**config.mk**
```make
export PLATFORM = sky130hd
export DESIGN_NAME = prim_clock_div_prog_flat
export DESIGN_NICKNAME = d
export VERILOG_FILES = /design/src/rtl/prim_clock_div_prog_if.sv /design/src/rtl/prim_clock_div_prog.sv /design/src/flat_wrapper.sv
export SDC_FILE = /design/constraint.sdc
export NUM_CORES = 1
export LEC_CHECK = 0
export BUFFER_PORTS_ARGS = -buffer_cell sky130_fd_sc_hd__buf_2
export CAP_MARGIN = 20
export CORE_ASPECT_RATIO = 1.75
export CORE_MARGIN = 3
export CORE_UTILIZATION = 62
export CTS_CLUSTER_DIAMETER = 50
export CTS_CLUSTER_SIZE = 20
export DETAILED_ROUTE_END_ITERATION = 7
export GPL_ROUTABILITY_DRIVEN = 1
export GPL_TIMING_DRIVEN = 0
export PLACE_DENSITY = 0.94
export SLEW_MARGIN = 20
export SYNTH_ARGS = -nofsm -noshare
export SYNTH_HDL_FRONTEND = slang
export SYNTH_SLANG_ARGS = --single-unit
```
**constraint.sdc**
```tcl
create_clock -name clk_i -period 7.5 [get_ports clk_i]
set_clock_uncertainty 0.2 [all_clocks]
set_input_delay 0.75 -clock clk_i [delete_from_list [all_inputs] [get_ports clk_i]]
set_output_delay 0.75 -clock clk_i [all_outputs]
set_load 0.01 [all_outputs]
```
**src/rtl/prim_clock_div_prog_if.sv**
```systemverilog
`default_nettype none
// ============================================================================
// Module      : prim_clock_div_prog_if
// Description : Divisor and step-down handshake bundle for prim_clock_div_prog.
// Revision    : 1.0 - initial release
// ============================================================================
interface prim_clock_div_prog_if #(
    parameter int DivWidth = 8
);
    // Names are from the divider's point of view.
    logic                div_req_i;
    logic [DivWidth-1:0] div_i;
    logic                div_ack_o;
    logic                div_err_o;
    logic [DivWidth-1:0] div_o;
    logic                step_down_req_i;
    logic                step_down_ack_o;

    modport master (
        output div_req_i, div_i, step_down_req_i,
        input  div_ack_o, div_err_o, div_o, step_down_ack_o
    );

    modport slave (
        input  div_req_i, div_i, step_down_req_i,
        output div_ack_o, div_err_o, div_o, step_down_ack_o
    );
endinterface
`default_nettype wire

```
**src/rtl/prim_clock_div_prog.sv**
```systemverilog
`default_nettype none
// ============================================================================
// Module      : prim_clock_div_prog
// Description : Runtime-programmable integer clock divider (N = 2..2^DivWidth-1)
//               with glitch-free divisor / step-down switching at period wrap.
// Revision    : 1.0 - initial release
// ============================================================================
module prim_clock_div_prog #(
    parameter int          DivWidth     = 8,
    parameter int unsigned ResetDivisor = 2,
    parameter bit          ResetValue   = 1'b0
) (
    input  wire                  clk_i,
    input  wire                  rst_ni,
    input  wire                  test_en_i,
    prim_clock_div_prog_if.slave div_if,
    output logic                 boundary_o,
    output logic                 clk_o
);

    localparam logic [0:0]          ST_IDLE     = 1'b0;
    localparam logic [0:0]          ST_PEND     = 1'b1;
    localparam logic [DivWidth-1:0] c_reset_div = DivWidth'(ResetDivisor);
    localparam logic [DivWidth-1:0] c_one       = DivWidth'(1);
    localparam logic [DivWidth-1:0] c_two       = DivWidth'(2);

    logic [0:0]          state_q,    state_d;
    logic [DivWidth-1:0] cnt_q,      cnt_d;
    logic [DivWidth-1:0] div_q,      div_d;
    logic [DivWidth-1:0] pend_div_q, pend_div_d;
    logic                clk_q,      clk_d;
    logic                sd_q,       sd_d;
    logic                ack_q,      ack_d;
    logic                err_q,      err_d;

    logic [DivWidth-1:0] w_half;
    logic [DivWidth-1:0] w_eff;
    logic [DivWidth-1:0] w_hi;
    logic                w_boundary;

    // Effective divisor and phase split derive only from registered state,
    // so they can change solely on a wrap edge.
    always_comb begin
        w_half     = div_q >> 1;
        w_eff      = div_q;
        if (sd_q) begin
            w_eff = (w_half < c_two) ? c_two : w_half;
        end
        w_hi       = (w_eff >> 1) + {{(DivWidth-1){1'b0}}, w_eff[0]};
        w_boundary = (cnt_q == (w_eff - c_one));
    end

    always_comb begin
        cnt_d      = w_boundary ? '0 : cnt_q + c_one;
        clk_d      = (cnt_d < w_hi);
        sd_d       = w_boundary ? (div_if.step_down_req_i & ~test_en_i) : sd_q;
        div_d      = div_q;
        pend_div_d = pend_div_q;
        state_d    = state_q;
        ack_d      = 1'b0;
        err_d      = 1'b0;

        if (state_q == ST_IDLE) begin
            if (div_if.div_req_i) begin
                if (div_if.div_i >= c_two) begin
                    pend_div_d = div_if.div_i;
                    state_d    = ST_PEND;
                end else begin
                    err_d = 1'b1;
                end
            end
        end else begin
            // New divisor lands with cnt_d = 0, i.e. on the clk_o rising edge.
            if (w_boundary) begin
                div_d   = pend_div_q;
                ack_d   = 1'b1;
                state_d = ST_IDLE;
            end
        end
    end

    always_ff @(posedge clk_i or negedge rst_ni) begin
        if (!rst_ni) begin
            state_q    <= ST_IDLE;
            cnt_q      <= '0;
            div_q      <= c_reset_div;
            pend_div_q <= c_reset_div;
            clk_q      <= ResetValue;
            sd_q       <= 1'b0;
            ack_q      <= 1'b0;
            err_q      <= 1'b0;
        end else begin
            state_q    <= state_d;
            cnt_q      <= cnt_d;
            div_q      <= div_d;
            pend_div_q <= pend_div_d;
            clk_q      <= clk_d;
            sd_q       <= sd_d;
            ack_q      <= ack_d;
            err_q      <= err_d;
        end
    end

    assign div_if.div_ack_o       = ack_q;
    assign div_if.div_err_o       = err_q;
    assign div_if.div_o           = div_q;
    assign div_if.step_down_ack_o = sd_q;
    assign boundary_o             = w_boundary;
    assign clk_o                  = clk_q;

endmodule
`default_nettype wire
```
**src/flat_wrapper.sv**
```systemverilog
// flat-port wrapper written by rule: the top's interface ports become plain ports
module prim_clock_div_prog_flat 
#(
    parameter int          DivWidth     = 8,
    parameter int unsigned ResetDivisor = 2,
    parameter bit          ResetValue   = 1'b0
)
  (clk_i, rst_ni, test_en_i, boundary_o, clk_o, div_if_div_req_i, div_if_div_i, div_if_step_down_req_i, div_if_div_ack_o, div_if_div_err_o, div_if_div_o, div_if_step_down_ack_o);
  prim_clock_div_prog_if #(.DivWidth(DivWidth)) div_if_i ();
  input  wire clk_i;
  input  wire rst_ni;
  input  wire test_en_i;
  output logic boundary_o;
  output logic clk_o;
  input wire logic [$bits(div_if_i.div_req_i)-1:0] div_if_div_req_i;
  input wire logic [$bits(div_if_i.div_i)-1:0] div_if_div_i;
  input wire logic [$bits(div_if_i.step_down_req_i)-1:0] div_if_step_down_req_i;
  output wire logic [$bits(div_if_i.div_ack_o)-1:0] div_if_div_ack_o;
  output wire logic [$bits(div_if_i.div_err_o)-1:0] div_if_div_err_o;
  output wire logic [$bits(div_if_i.div_o)-1:0] div_if_div_o;
  output wire logic [$bits(div_if_i.step_down_ack_o)-1:0] div_if_step_down_ack_o;
  assign div_if_i.div_req_i = div_if_div_req_i;
  assign div_if_i.div_i = div_if_div_i;
  assign div_if_i.step_down_req_i = div_if_step_down_req_i;
  assign div_if_div_ack_o = div_if_i.div_ack_o;
  assign div_if_div_err_o = div_if_i.div_err_o;
  assign div_if_div_o = div_if_i.div_o;
  assign div_if_step_down_ack_o = div_if_i.step_down_ack_o;
  prim_clock_div_prog #(.DivWidth(DivWidth), .ResetDivisor(ResetDivisor), .ResetValue(ResetValue)) u_core (.clk_i(clk_i), .rst_ni(rst_ni), .test_en_i(test_en_i), .div_if(div_if_i), .boundary_o(boundary_o), .clk_o(clk_o));
endmodule
```
==> results.sh, run 1 <==
export IMPL_hpwl_um=3491
export IMPL_fin_crit_ns=5.036
export IMPL_avgViaCountPerCell=6.029
export IMPL_cts_root_buf="clkbuf_8"
export IMPL_gp_congestion=0.9181
export IMPL_finalCritPeriodShare_pct=67.15
export IMPL_drv_slew=0
export IMPL_mostFrequentLayoutCell="buf_2"
export IMPL_outcome="finished clean"
export IMPL_cp_startpoint="u_core.div_if.div_o[3]$_DFFE_PN0P_"
export IMPL_yosysSeqAreaShare_pct=36.47
export IMPL_die_y_um=81.08
export IMPL_vias=1652
export IMPL_relSlewSlack_pct=56.68
export IMPL_worstMarginPinSlew_ns=0.6499
export IMPL_reg2reg_to="u_core.clk_o$_DFF_PN0_"
export IMPL_core_area_sq_um=2993
export IMPL_die_w_um=48.90
export IMPL_syn_to_final_growth_pct=13.22
export IMPL_ios=26
export IMPL_wl_um=4865
export IMPL_avgRoutedWirePerCell_um=17.76
export IMPL_grt_overflow=0
export IMPL_cp_end_kind="flop"
export IMPL_power_density_nw_per_um2=127.1
export IMPL_multiInputGateArea_sq_um=1159
export IMPL_finalSetupTns_ns=0
export IMPL_rrSetupSlack_ns=2.46
export IMPL_htree_levels=2
export IMPL_ant_nets=0
export IMPL_crit_required_ns=7.52
export IMPL_ir_worst_vdd_v=0.0001860
export IMPL_cts_setup_buffers=0
export IMPL_synthesis_nets=223
export IMPL_post_route_cell_area_sq_um=2261
export IMPL_layout_drive_gt1_share_pct=27.59
export IMPL_cp_max_fo=10
export IMPL_clk_pin_slew_ns=0.06
export IMPL_rr_worst_depth=19
export IMPL_cts_resized=0
export IMPL_rsz0062_at_grt="false"
export IMPL_p_leak_uw=0.001098
export IMPL_ys_flop_type="dfrtp_1"
export IMPL_synth_distinct_cells=48
export IMPL_num_rows=26
export IMPL_arrival_ns=5.06
export IMPL_grt_pass1_vias=1682
export IMPL_grt_pass1_wl_um=7665
export IMPL_endpoint="u_core.clk_o$_DFF_PN0_"
export IMPL_cts_buffers=5
export IMPL_yosysWarnings=0
export IMPL_clk_latency_ns=0.28
export IMPL_syn_area_per_cell_sq_um=10.03
export IMPL_synthesis_area_sq_um=1997
export IMPL_holdWs_ns=0.2864
export IMPL_fillers=201
export IMPL_regArea_sq_um=728.2
export IMPL_fmax_mhz=198.6
export IMPL_die_area_sq_um=3965
export IMPL_finalHoldViolations=0
export IMPL_synth_largest_area_cell="dfrtp_1"
export IMPL_cts_tree="done"
export IMPL_worstHoldPathType="in2async"
export IMPL_layout_common_cells="buf_2 (29), dfrtp_1 (27), nor2_1 (13)"
export IMPL_cp_start_kind="flop"
export IMPL_antenna_found_initial=0
export IMPL_crit_type="reg2reg"
export IMPL_place_area_sq_um=2175
export IMPL_io_buffers=25
export IMPL_finalSetupViolations=0
export IMPL_drtIter0Drc=48
export IMPL_cap_violations=0
export IMPL_cts_hold_buf=0
export IMPL_nets=255
export IMPL_initial_utilization_pct=66.72
export IMPL_firstDrtPassIters=4
export IMPL_drc=0
export IMPL_clkSinkCount=29
export IMPL_synth_edf_count=0
export IMPL_synth_cells=199
export IMPL_antenna_cells=0
export IMPL_grt_max_degree=30
export IMPL_synth_seq_cells=29
export IMPL_yosysTopAreaCellShare_pct=33.83
export IMPL_cts_buffer_depth=2
export IMPL_grt_util_all_layers_pct=26.21
export IMPL_rr_startpoint="u_core.div_if.div_o[3]$_DFFE_PN0P_"
export IMPL_synthTopCellsByArea="dfrtp_1 (34%), ha_1 (6.9%), mux2_4 (6.0%)"
export IMPL_synthArstFlopShare_pct=100.0
export IMPL_p_total_uw=287.4
## metal layers
metal  track usage, %  share of wire, %  vias up
met4            20.51               4.1        0
met3            4.404               4.9       21
met5                0                 0        -
met1            25.03                37      787
li1                 -                 -      772
met2            49.05                54       72
## state kept, by name (all words and copies together) (netlist names)
signal                         cells
u_core.clk_o                       1
u_core.cnt_q                       8
u_core.div_if.div_ack_o            1
u_core.div_if.div_err_o            1
u_core.div_if.div_o                8
u_core.div_if.step_down_ack_o      1
u_core.pend_div_q                  8
u_core.state_q                     1
## synthesized netlist by cell type, drive strengths merged, types with 2 or more instances
cell,count
buf,7
nand4,5
nor3b,3
nor3,3
nor4,3
o31ai,2
nand2,6
xnor2,5
mux2i,8
and2,2
xor2,11
a21o,3
ha,11
dfrtp,27
and3,5
inv,9
dfstp,2
o21ai,5
nand2b,4
nor2,13
clkbuf,6
nor2b,4
a21oi,9
mux2,16
or4,2
o22a,2
nand3,10
a211oi,4
## final cells by class
| class | instances | share of cell area [%] |
|---|---|---|
| repair buffers | 25 | 5.534 |
| flip-flops and latches | 29 | 32.21 |
| multi-input cells | 148 | 51.25 |
| clock inverters | 3 | 0.7748 |
| clock buffers | 5 | 3.044 |
| plain buffers | 13 | 3.376 |
| well taps | 42 | 2.324 |
| inverters | 9 | 1.494 |
## critical path: stages, from the launching register on
cell and delay (ns):
dfrtp_1 0.37, buf_2 0.19, or4_1 0.54, o311a_1 0.33, a21oi_2 0.20, ha_1 0.27, nor2_1 0.07, o31ai_1 0.46
nor3b_2 0.30, nor2b_1 0.21, clkbuf_1 0.39, nor2b_1 0.13, ha_1 0.30, a21boi_0 0.11, o21ai_0 0.19, nand2b_1 0.09
a21oi_1 0.18, a211oi_1 0.08, a211oi_1 0.23, o21a_1 0.15
## worst min-delay path by stage
| stage | startpoint | to | slack [ns] | cells after the start |
|---|---|---|---|---|
| floorplan | u_core.state_q$_DFF_PN0_ | u_core.div_if.div_err_o$_DFF_PN0_ | 0.22 | 1 |
| global placement | u_core.state_q$_DFF_PN0_ | u_core.div_if.div_err_o$_DFF_PN0_ | 0.25 | 1 |
| detailed placement | u_core.state_q$_DFF_PN0_ | u_core.div_if.div_err_o$_DFF_PN0_ | 0.26 | 1 |
| CTS | u_core.state_q$_DFF_PN0_ | u_core.div_if.div_err_o$_DFF_PN0_ | 0.28 | 1 |
| global route | u_core.state_q$_DFF_PN0_ | u_core.div_if.div_err_o$_DFF_PN0_ | 0.30 | 1 |
| finish | rst_ni | u_core.div_if.div_o[0]$_DFFE_PN0P_ | 0.29 | 1 |
## cell families after synthesis
logic type	after synthesis	share of synthesized area [%]
AO/OA/AOI/OAI	33	11.34
adder cells (fa/ha/maj)	11	6.892
XOR/XNOR	16	7.017
AND/OR/NAND/NOR	64	18.04
multiplexers	24	14.72
flip-flops	29	36.47
buffers and inverters	22	5.514
## where the power goes
part / switching [uW] / total [uW] / internal, uW / leakage [uW]
clock: 59.8 / 124 / 63.8 / 0.0000439
combinational: 4.64 / 7.24 / 2.59 / 0.000681
sequential: 0 / 157 / 157 / 0.000373
## per-stage QoR
| stage | cells | utilization (%) | setup WS, ns |
|---|---|---|---|
| after floorplan | 199 | - | 3.225 |
| after global placement | 266 | 72.66 | 2.655 |
| after detailed placement | 266 | 72.66 | 2.534 |
| after CTS | 274 | 75.54 | 2.506 |
| after global routing | 274 | 75.54 | 2.160 |
| final | 274 | 75.54 | 2.464 |
(Power assumes the default switching activity.)
==> run 2, diff against run 1 <==
--- a/config.mk
+++ b/config.mk
@@ -9,13 +9,13 @@
 export CAP_MARGIN = 20
 export CORE_ASPECT_RATIO = 1.75
 export CORE_MARGIN = 3
-export CORE_UTILIZATION = 62
+export CORE_UTILIZATION = 58
 export CTS_CLUSTER_DIAMETER = 50
 export CTS_CLUSTER_SIZE = 20
 export DETAILED_ROUTE_END_ITERATION = 7
 export GPL_ROUTABILITY_DRIVEN = 1
 export GPL_TIMING_DRIVEN = 0
-export PLACE_DENSITY = 0.94
+export PLACE_DENSITY = 0.89
 export SLEW_MARGIN = 20
 export SYNTH_ARGS = -nofsm -noshare
 export SYNTH_HDL_FRONTEND = slang
==> constraint.sdc (replaced) <==
create_clock -name clk_i -period 4.9 [get_ports clk_i]
set_clock_uncertainty 0.2 [all_clocks]
set_input_delay 0.49 -clock clk_i [delete_from_list [all_inputs] [get_ports clk_i]]
set_output_delay 0.49 -clock clk_i [all_outputs]
set_load 0.01 [all_outputs]
==> results.sh, run 2 (same netlist as run 1, synthesis figures left out) <==
export IMPL_outcome="finished clean"
export IMPL_net_switching_power_uw=95.97
export IMPL_finalSetupViolations=0
export IMPL_place_area_sq_um=2176
export IMPL_grt_overflow=0
export IMPL_path_cells="buf_2 -> or4_1 -> o311a_1 -> a21oi_2 -> ha_4 -> a31o_1 -> nand3_1 -> xor2_1 -> nor3b_2 -> nor2b_2 -> clkbuf_4 -> nor2b_1 -> ha_1 -> a21boi_0 -> o21ai_0 -> nand2b_1 -> a21oi_1 -> a211oi_1 -> a211oi_1 -> o21a_1"
export IMPL_worstMarginPinSlew_ns=0.6275
export IMPL_grt_max_degree=30
export IMPL_finalCritPeriodShare_pct=95.09
export IMPL_cts_hold_buf=0
export IMPL_finalHoldViolations=0
export IMPL_cts_root_buf="clkbuf_8"
export IMPL_clk_latency_ns=0.28
export IMPL_p_seq_share_pct=54.7
export IMPL_cts_setup_buffers=0
export IMPL_die_w_um=50.36
export IMPL_grt_pass1_vias=1618
export IMPL_layout_common_cells="buf_2 (29), dfrtp_1 (27), nor2_1 (13)"
export IMPL_cts_buffers=5
export IMPL_relSlewSlack_pct=58.17
export IMPL_antenna_cells=0
export IMPL_ir_worst_vdd_v=0.0002653
export IMPL_syn_to_final_growth_pct=14.29
export IMPL_cts_tree="done"
export IMPL_layout_drive_gt1_share_pct=28.88
export IMPL_avgViaCountPerCell=5.978
export IMPL_fin_crit_ns=4.660
export IMPL_hpwl_um=3504
export IMPL_firstDrtPassIters=4
export IMPL_drtIter0Drc=67
export IMPL_clkPwrFrac_pct=42.7
export IMPL_htree_levels=2
export IMPL_drc=0
export IMPL_crit_slowest_cell="or4_1"
export IMPL_utilization_pct=71.11
export IMPL_cp_end_kind="flop"
export IMPL_mostFrequentLayoutCell="buf_2"
export IMPL_vias=1644
export IMPL_initial_utilization_pct=62.22
export IMPL_ant_nets=0
export IMPL_cp_max_fo=10
export IMPL_power_internal_uw=341.7
export IMPL_combPwrFrac_pct=2.5
export IMPL_drv_slew=0
export IMPL_cp_start_kind="flop"
export IMPL_worstHoldPathType="in2async"
export IMPL_avgRoutedWirePerCell_um=16.74
export IMPL_clkSinkCount=29
export IMPL_fmax_mhz=214.6
export IMPL_clk_pin_slew_ns=0.07
export IMPL_crit_type="reg2reg"
export IMPL_gp_congestion=0.8712
export IMPL_ios=26
export IMPL_cts_buffer_depth=2
export IMPL_nets=255
export IMPL_regArea_sq_um=728.2
export IMPL_cp_slowest_stage_delay_ns=0.55
export IMPL_fillers=243
export IMPL_grt_pass1_wl_um=7452
export IMPL_io_buffers=25
export IMPL_post_route_cell_area_sq_um=2282
export IMPL_multiInputGateArea_sq_um=1179
export IMPL_wl_um=4603
export IMPL_p_leak_uw=0.001106
export IMPL_antenna_found_initial=0
export IMPL_critPathMostFrequentCell="a211oi_1"
export IMPL_die_y_um=83.62
export IMPL_switching_share_pct=21.93
export IMPL_arrival_ns=4.68
export IMPL_cap_violations=0
export IMPL_crit_required_ns=4.92
export IMPL_core_area_sq_um=3209
export IMPL_num_rows=27
export IMPL_power_density_nw_per_um2=191.8
export IMPL_die_area_sq_um=4211
export IMPL_grt_util_all_layers_pct=23.02
==> run 2: cell types whose count changed in the layout (fill, tap and decap cells not counted) <==
cell	change
clkbuf_4	+1
clkinvlp_4	-1
ha_1	-1
ha_4	+1
nor2b_1	-1
nor2b_2	+1
o31ai_1	-1
o31ai_2	+1
==> run 2: worst paths after layout <==
| check | from | to | slack (ns) | cells after the start |
|---|---|---|---|---|
| min in group clk_i | div_if_div_i[0] | u_core.pend_div_q[0]$_DFFE_PN0P_ | 0.25 | 2 |
| setup / recovery | u_core.div_if.div_o[3]$_DFFE_PN0P_ | u_core.clk_o$_DFF_PN0_ | 0.24 | 20 |
| setup reg to reg | u_core.div_if.div_o[3]$_DFFE_PN0P_ | u_core.clk_o$_DFF_PN0_ | 0.24 | 20 |
| hold reg to reg | u_core.state_q$_DFF_PN0_ | u_core.div_if.div_err_o$_DFF_PN0_ | 0.26 | 1 |
| max in group asynchronous | rst_ni | u_core.cnt_q[5]$_DFF_PN0_ | 4.06 | 1 |
| hold / removal | rst_ni | u_core.pend_div_q[0]$_DFFE_PN0P_ | 0.02 | 1 |
==> run 2: critical path, delay by kind of cell, from the launching register on <==
family	cells	cell delay [ns]
AO/OA/AOI/OAI	9	1.65
XOR/XNOR	1	0.19
buffers and inverters	2	0.42
flip-flops	1	0.38
AND/OR/NAND/NOR	6	1.25
adder cells (fa/ha/maj)	2	0.49
==> run 2: repair_timing <==
item,CTS,global route
pin swaps,0,2
gates resized for setup,1,6
endpoints found under the setup margin,1,1
==> run 2: layout make-up <==
type                            instances  area share [%]
Sequential cell                        29           31.91
Clock inverter                          2          0.4386
Inverter                                9           1.480
Tap cell                               43           2.357
Clock buffer                            6           3.180
Multi-Input combinational cell        148           51.64
Timing Repair Buffer                   25           5.482
Buffer                                 13           3.509
==> run 2: per-stage QoR <==
stage                     instances  hold slack [ns]  setup WS [ns]  power (uW)    TNS, ns
final                           275          0.02344         0.2404       437.6          0
after global routing            275          0.06771      -0.009400       452.6  -0.009400
after CTS                       275          0.04586        0.02760       437.5          0
after detailed placement        267           0.2530        -0.1189       255.1    -0.1189
after global placement          267           0.2467        0.06106       254.7          0
after floorplan                 199        -0.005591         0.6254       244.8          0
==> run 2: per-layer routing <==
layer | vias to the layer above | global-route usage, % | wire (um)
met5 | - | 0 | 0
met4 | 0 | 8.824 | 112
met3 | 12 | 3.399 | 175
met2 | 54 | 41.90 | 2494
met1 | 801 | 25.95 | 1821
li1 | 777 | - | -
==> run 2: power groups by stage <==
stage | sequential, uW | clock (uW) | combinational, uW
detailed placement | 244 | 0 | 11.2
finish | 240 | 187 | 11.0
global route | 239 | 201 | 12.4
CTS | 240 | 187 | 11.2
floorplan | 244 | 0 | 0.819
global placement | 244 | 0 | 10.8
==> run 3, diff against run 2 <==
--- a/config.mk
+++ b/config.mk
@@ -8,7 +8,7 @@
 export BUFFER_PORTS_ARGS = -buffer_cell sky130_fd_sc_hd__buf_2
 export CAP_MARGIN = 20
 export CORE_ASPECT_RATIO = 1.75
-export CORE_MARGIN = 3
+export CORE_MARGIN = 1
 export CORE_UTILIZATION = 58
 export CTS_CLUSTER_DIAMETER = 50
 export CTS_CLUSTER_SIZE = 20
==> results.sh, run 3 (same netlist as run 1, synthesis figures left out) <==
export IMPL_outcome="finished clean"
export IMPL_drc=0
export IMPL_post_route_cell_area_sq_um=2306
export IMPL_cts_root_buf="clkbuf_8"
export IMPL_die_w_um=46.36
export IMPL_clk_pin_slew_ns=0.07
export IMPL_rrSetupSlack_ns=0.35
export IMPL_post_place_cells=267
export IMPL_place_area_sq_um=2176
export IMPL_rr_worst_depth=20
export IMPL_cp_startpoint="u_core.div_if.div_o[3]$_DFFE_PN0P_"
export IMPL_vias=1635
export IMPL_crit_required_ns=4.92
export IMPL_layout_common_cells="buf_2 (29), dfrtp_1 (27), nor2_1 (13)"
export IMPL_cp_depth=20
export IMPL_core_area_sq_um=3209
export IMPL_cp_start_kind="flop"
export IMPL_clk_latency_ns=0.29
export IMPL_hpwl_um=3396
export IMPL_layout_drive_gt1_share_pct=28.88
export IMPL_worstHoldPathType="in2async"
export IMPL_fin_crit_ns=4.555
export IMPL_cpLargestDelayFamily="compound AO/OA/AOI/OAI gates"
export IMPL_finalCritPeriodShare_pct=92.95
export IMPL_grt_pass1_vias=1602
export IMPL_rsz0062_at_grt="false"
export IMPL_cts_hold_buf=0
export IMPL_power_density_nw_per_um2=219.6
export IMPL_cts_tree="done"
export IMPL_nets=255
export IMPL_grt_overflow=0
export IMPL_path_cells="buf_2 -> or4_1 -> o311a_1 -> a21oi_2 -> ha_2 -> a31o_1 -> nand3_1 -> xor2_1 -> nor3b_2 -> nor2b_2 -> clkbuf_4 -> nor2b_1 -> ha_1 -> a21boi_0 -> o21ai_0 -> nand2b_1 -> a21oi_1 -> a211oi_1 -> a211oi_1 -> o21a_1"
export IMPL_finalSetupViolations=0
export IMPL_avgViaCountPerCell=5.945
export IMPL_relSlewSlack_pct=57.76
export IMPL_crit_buf_inv=2
export IMPL_utilization_pct=71.85
export IMPL_cp_end_kind="flop"
export IMPL_drtIter0Drc=75
export IMPL_rr_startpoint="u_core.div_if.div_o[3]$_DFFE_PN0P_"
export IMPL_cts_buffer_depth=2
export IMPL_cp_max_fo=10
export IMPL_die_area_sq_um=3691
export IMPL_stdcell_count=275
export IMPL_finalHoldViolations=0
export IMPL_clkSinkCount=29
export IMPL_avgRoutedWirePerCell_um=16.30
export IMPL_num_rows=27
export IMPL_holdWs_ns=0.01854
export IMPL_grt_util_all_layers_pct=27.31
export IMPL_die_y_um=79.62
export IMPL_syn_to_final_growth_pct=15.48
export IMPL_grt_pass1_wl_um=7169
export IMPL_critPathMostFrequentCell="a211oi_1"
export IMPL_arrival_ns=4.58
export IMPL_drv_slew=0
export IMPL_htree_levels=2
export IMPL_fmax_mhz=219.6
export IMPL_firstDrtPassIters=4
export IMPL_gp_congestion=0.9252
export IMPL_io_buffers=25
export IMPL_reg2reg_to="u_core.clk_o$_DFF_PN0_"
export IMPL_initial_utilization_pct=62.22
export IMPL_antenna_cells=0
export IMPL_wl_um=4483
export IMPL_cts_buffers=5
export IMPL_cts_setup_buffers=0
export IMPL_p_leak_uw=0.001117
export IMPL_ant_nets=0
export IMPL_ir_worst_vdd_v=0.0002341
export IMPL_antenna_found_initial=0
export IMPL_endpoint="u_core.clk_o$_DFF_PN0_"
export IMPL_cap_violations=0
export IMPL_cp_slowest_stage_delay_ns=0.55
export IMPL_finalSetupTns_ns=0
export IMPL_mostFrequentLayoutCell="buf_2"
export IMPL_crit_type="reg2reg"
export IMPL_grt_max_degree=30
export IMPL_crit_slowest_cell="or4_1"
export IMPL_worstMarginPinSlew_ns=0.6335
export IMPL_ios=26
run 3: where the power goes:
part	internal, uW	switching, uW	total (uW)
sequential	240	0	240
combinational	3.96	6.84	10.8
clock	165	90.5	256
total	409	97.3	506
run 3: routing by layer:
layer  GRT usage [%]  wire (um)
met5               0          0
met4           12.65        157
met3           6.109        172
met2           46.67       2392
met1           30.15       1760
run 3: worst min path at each step:
stage / end / startpoint / depth (start not counted)
after floorplan: u_core.clk_o$_DFF_PN0_ / rst_ni / 0
after global placement: u_core.div_if.div_err_o$_DFF_PN0_ / u_core.state_q$_DFF_PN0_ / 1
after detailed placement: u_core.div_if.div_err_o$_DFF_PN0_ / u_core.state_q$_DFF_PN0_ / 1
after CTS: u_core.cnt_q[5]$_DFF_PN0_ / rst_ni / 1
after global routing: u_core.cnt_q[5]$_DFF_PN0_ / rst_ni / 1
final: u_core.cnt_q[4]$_DFF_PN0_ / rst_ni / 1
run 3: repair_timing:
item                       in CTS  in global routing
pin swaps                       0                  0
gates resized for setup         1                  5
setup endpoints to repair       1                  1
run 3: final cells by class:
class	instances	area (sq um)
plain buffers	13	80.08
repair buffers	25	125.1
clock buffers	7	86.33
flip-flops and latches	29	728.2
well taps	43	53.80
clock inverters	1	30.03
inverters	9	33.78
multi-input cells	148	1169
fillers	242	903.4
run 3: worst register-to-register path, cell delays in order (launching register included):
cell and delay (ns):
dfrtp_1 0.37, buf_2 0.18, or4_1 0.55, o311a_1 0.32
a21oi_2 0.20, ha_2 0.27, a31o_1 0.15, nand3_1 0.10
xor2_1 0.18, nor3b_2 0.20, nor2b_2 0.22, clkbuf_4 0.23
nor2b_1 0.08, ha_1 0.29, a21boi_0 0.12, o21ai_0 0.16
nand2b_1 0.07, a21oi_1 0.17, a211oi_1 0.07, a211oi_1 0.22
o21a_1 0.14
run 3: metrics by stage:
stage          setup WS, ns  power [uW]
3_3_place_gp        0.04868       254.5
3_5_place_dp       -0.05378       255.0
5_1_grt             0.03973       519.9
6_report             0.3454       506.3
2_1_floorplan        0.6254       244.8
4_1_cts             0.07605       510.2
